$ cat src/rtl/btn_pkg.sv
// Shared constants for the push-button front end of the shifting-LED block.
// Mode encodings are the one-hot patterns that drive the LED block's `but` input.
package btn_pkg;

  localparam int N_BTN_DEF    = 4;
  localparam int DEBOUNCE_DEF = 1_000_000;

  localparam logic [3:0] MODE_NONE = 4'b0000;
  localparam logic [3:0] MODE_B0   = 4'b0001;
  localparam logic [3:0] MODE_B1   = 4'b0010;
  localparam logic [3:0] MODE_B2   = 4'b0100;
  localparam logic [3:0] MODE_B3   = 4'b1000;

endpackage

$ cat src/rtl/debounce_bit.sv
// One button: 2-flop synchroniser, stability counter, stable level and rising-edge pulse.
// Raw edge sampled at edge k shows on stable/rise at edge k+1+DEBOUNCE_CYCLES; no backpressure.
module debounce_bit
  import btn_pkg::*;
#(
  parameter int DEBOUNCE_CYCLES = DEBOUNCE_DEF
) (
  input  logic clk,
  input  logic rst,
  input  logic raw,
  output logic stable,
  output logic rise,
  output logic rise_next
);

  localparam int               CNT_W    = $clog2(DEBOUNCE_CYCLES);
  localparam logic [CNT_W-1:0] CNT_LAST = CNT_W'(DEBOUNCE_CYCLES - 1);

  logic             s1;
  logic             s2;
  logic [CNT_W-1:0] cnt;
  logic             accept;

  // Terminal compare is checked before the increment, so cnt never wraps.
  assign accept    = (s2 != stable) && (cnt == CNT_LAST);
  assign rise_next = accept && s2;

  always_ff @(posedge clk or posedge rst) begin
    if (rst) begin
      s1     <= 1'b0;
      s2     <= 1'b0;
      cnt    <= '0;
      stable <= 1'b0;
      rise   <= 1'b0;
    end else begin
      s1   <= raw;
      s2   <= s1;
      rise <= rise_next;
      if (s2 == stable) begin
        cnt <= '0;
      end else if (accept) begin
        stable <= s2;
        cnt    <= '0;
      end else begin
        cnt <= cnt + 1'b1;
      end
    end
  end

endmodule

$ cat src/rtl/button_conditioner.sv
// Debounced buttons -> press pulses -> latched one-hot mode (lowest index wins on ties).
// btn_press and but_mode update on the same edge as btn_stable rises; no backpressure.
module button_conditioner
  import btn_pkg::*;
#(
  parameter int N_BTN           = N_BTN_DEF,
  parameter int DEBOUNCE_CYCLES = DEBOUNCE_DEF
) (
  input  logic             clk,
  input  logic             rst,
  input  logic [N_BTN-1:0] btn_raw,
  output logic [N_BTN-1:0] btn_stable,
  output logic [N_BTN-1:0] btn_press,
  output logic [N_BTN-1:0] but_mode,
  output logic             mode_valid
);

  logic [N_BTN-1:0] press_next;
  logic [N_BTN-1:0] press_pick;

  for (genvar i = 0; i < N_BTN; i++) begin : g_btn
    debounce_bit #(
      .DEBOUNCE_CYCLES(DEBOUNCE_CYCLES)
    ) u_db (
      .clk      (clk),
      .rst      (rst),
      .raw      (btn_raw[i]),
      .stable   (btn_stable[i]),
      .rise     (btn_press[i]),
      .rise_next(press_next[i])
    );
  end

  // Two's-complement trick isolates the lowest set bit, guaranteeing one-hot.
  assign press_pick = press_next & (~press_next + 1'b1);

  always_ff @(posedge clk or posedge rst) begin
    if (rst) begin
      but_mode   <= '0;
      mode_valid <= 1'b0;
    end else if (|press_next) begin
      but_mode   <= press_pick;
      mode_valid <= 1'b1;
    end
  end

endmodule

$ cat config.mk
export PLATFORM = sky130hd
export DESIGN_NAME = button_conditioner
export DESIGN_NICKNAME = d
export VERILOG_FILES = /design/src/rtl/btn_pkg.sv /design/src/rtl/debounce_bit.sv /design/src/rtl/button_conditioner.sv
export SDC_FILE = /design/constraint.sdc
export NUM_CORES = 1
export LEC_CHECK = 0
export CAP_MARGIN = 20
export CORE_MARGIN = 4
export CORE_UTILIZATION = 40
export CTS_CLUSTER_SIZE = 20
export DETAILED_ROUTE_END_ITERATION = 10
export GPL_ROUTABILITY_DRIVEN = 0
export PLACE_DENSITY = 0.62
export SYNTH_ARGS = -nofsm -noshare
export SYNTH_HDL_FRONTEND = slang
export SYNTH_SLANG_ARGS = --single-unit
$ cat constraint.sdc
create_clock -name clk -period 10.5 [get_ports clk]
set_clock_uncertainty 0.05 [all_clocks]
set_input_delay 2.1 -clock clk [delete_from_list [all_inputs] [get_ports clk]]
set_output_delay 2.1 -clock clk [all_outputs]
set_load 0.005 [all_outputs]
==> flow_summary.json <==
{
  "worst_slack_at_placement_ps": 6680,
  "clkSinkCount": 101,
  "drc_errors": 0,
  "run_status": "finished, final reports clean",
  "port_buffers": 18,
  "synth-edff-count": 0,
  "critical_path.max_stage_delay_ps": 530,
  "initial_utilization_pct": 41.1,
  "layout-area-overhead-vs-synth_pct": 12.3,
  "die_w_um": 120,
  "hold_buffers": 0,
  "ys_seq_elements": 101,
  "fillerInstances": 1177,
  "pin_count_of_the_biggest_net_entering_global_routing": 67,
  "fin_crit_ps": 3450,
  "cts_tree": "done",
  "most_frequent_standard_cell_in_the_layout_excluding_fill_and_tap_cells": "dfrtp_1",
  "grt_first_pass_wirelength_um": 17500,
  "tightest_slew_ps": 812,
  "post_synth_inst_count": 503,
  "area.sequential_um2": 2530,
  "overflow": 0,
  "die_h_um": 120,
  "timing.critical_path.to_type": "output port",
  "slowest_stage": "clkdlybuf4s50_1",
  "seq_area_frac_synth_pct": 50.7,
  "core_area_um2": 12100,
  "drv.max_cap_violation_count": 0,
  "synthArstFlopShare_pct": 100,
  "family_with_the_most_delay_on_the_worst_path": "buffers and inverters",
  "insertion_delay_ps": 350,
  "ant_nets": 0,
  "drv_slew": 0,
  "routed_wl_um": 9930,
  "layout.cells.most_common_list": "dfrtp_1, nor2_1, xor2_1",
  "period_share_pct": 32.9,
  "multi_input_area_um2": 2280,
  "final_hold_viol_count": 0,
  "placed_cells_incl_taps": 666,
  "rsz0062_at_grt": "no",
  "grt_antenna_before_repair": 0,
  "cts_resized": 0,
  "dr_total_vias": 3735,
  "finalNonFillerCells": 682,
  "cts_post_setup_buffers_inserted": 0,
  "postLayoutCellArea_um2": 5600,
  "cts.root.buffer_cell": "clkbuf_16",
  "die-area_um2": 14300,
  "ratio_of_total_power_to_cell_area_nw_per_um2": 143,
  "fin_nets": 519,
  "wire_per_inst_um": 14.6,
  "maxClockFrequency_ghz": 0.290,
  "synth.distinct_cells": 47,
  "synthDominantCellAreaShare_pct": 50.7,
  "crit_path_start_kind": "flip-flop",
  "postPlaceCellArea_um2": 5250,
  "setup_violations": 0,
  "path_buf_inv": 1,
  "initialDrtViolationCount": 325,
  "synthFlopType": "dfrtp_1",
  "synthesis.area_um2": 4980,
  "number_of_iterations_in_the_first_detailed_routing_pass": 4,
  "crit_path_max_fanout": 5,
  "clk_transition_reported_paths_ps": 70,
  "vias_per_cell": 5.48,
  "timing.hold.ws_ps": 305,
  "fp-row-count": 40,
  "worstPathCellList": "clkdlybuf4s50_1",
  "global_route.usage.total_pct": 15.1,
  "synthesis.area_per_instance_um2": 9.91,
  "timing.max_slew.rel_slack_pct": 45.9,
  "via_count_of_the_first_global_routing_pass": 3646,
  "layout.core_utilization_pct": 46.2,
  "numCtsBuffers": 9,
  "fin_total_pwr_mw": 0.800,
  "static_leakage_power_nw": 2.24,
  "io_pins": 19,
  "yosysWarnings": 0,
  "peakVddDrop_v": 0.0000941,
  "timing.final.ws_setup_ps": 7050,
  "drive_above_1_share_pct": 6.81,
  "synth.area.top_cells": "dfrtp_1, xor2_1, nor2_1",
  "setup.worst_path.class": "flip-flop to output port",
  "min-delay-path-class": "flip-flop to flip-flop",
  "cts_htree_levels": 3,
  "cp_data_required_time_ps": 8350,
  "finalSetupTns_ps": 0,
  "timing.critical_path.arrival_ps": 1300,
  "synth.largest_area_cell": "dfrtp_1",
  "insertedDiodeCount": 0,
  "hpwl_um": 6880,
  "max-clock-path-buffers": 2,
  "synth_fp_nets": 513
}
==> Yosys cell counts (5+ instances only) <==
| cell | count |
|---|---|
| dfrtp_1 | 101 |
| nor2_1 | 65 |
| xor2_1 | 30 |
| nand2_1 | 29 |
| nand3_1 | 28 |
| a21oi_1 | 25 |
| nand4_1 | 25 |
| o21ai_0 | 20 |
| xnor2_1 | 20 |
| or3_1 | 16 |
| or4_1 | 15 |
| and4_1 | 13 |
| and3_1 | 12 |
| clkbuf_1 | 11 |
| buf_4 | 8 |
| inv_1 | 8 |
| nor3_1 | 8 |
| nor4_1 | 8 |
| o31ai_1 | 8 |
| nor4b_1 | 5 |
==> sequential cells by signal, indices dropped and copies added, names as in the netlist <==
signal and flops:
g_btn.u_db.s2 4, g_btn.u_db.rise 4, but_mode 4, g_btn.u_db.s1 4
mode_valid 1, g_btn.u_db.stable 4, g_btn.u_db.cnt 80
==> final cells by class <==
type	count	area share (%)
flip-flops and latches	101	45.2
well taps	168	3.76
inverters	8	0.581
clock buffers	12	4.76
multi-input cells	368	40.7
repair buffers	21	3.62
clock inverters	4	1.39
==> logic make-up (layout without fill, tap and decap cells) <==
group	after synthesis	in the layout	synth area share, %
multiplexers	3	3	0.678
flip-flops	101	101	50.7
adder cells (fa/ha/maj)	4	4	1.00
XOR/XNOR	50	50	8.79
buffers and inverters	34	45	3.57
AO/OA/AOI/OAI	65	65	7.86
AND/OR/NAND/NOR	246	246	27.4
==> power breakdown <==
| group | switching (mW) | internal (mW) | leakage (nW) | total [mW] |
|---|---|---|---|---|
| Sequential | 0.00519 | 0.394 | 1.38 | 0.399 |
| Combinational | 0.0169 | 0.00732 | 0.692 | 0.0242 |
| Clock | 0.147 | 0.230 | 0.169 | 0.376 |
| Total | 0.169 | 0.631 | 2.24 | 0.800 |
==> metal layers <==
metal | up-vias | share of wire, % | global-route usage (%)
li1 | 1822 | - | -
met1 | 1847 | 48 | 20.2
met2 | 56 | 46 | 23.6
met3 | 10 | 4.2 | 4.52
met4 | 0 | 1.2 | 4.37
met5 | - | 0 | 0
==> path summary, 6_finish.rpt <==
check | startpoint | endpoint | slack, ps | cells past startpoint
setup / recovery | g_btn[1].u_db.stable | btn_stable[1] | 7050 | 1
hold / removal | g_btn[3].u_db.s1 | g_btn[3].u_db.s2 | 310 | 0
setup reg to reg | g_btn[3].u_db.cnt[0] | but_mode[1] | 8090 | 5
hold reg to reg | g_btn[3].u_db.s1 | g_btn[3].u_db.s2 | 310 | 0
max in group asynchronous | rst | g_btn[3].u_db.cnt[18] | 7150 | 3
min in group asynchronous | rst | g_btn[2].u_db.rise | 2060 | 2
No activity file was read; power rests on OpenSTA's default activity.
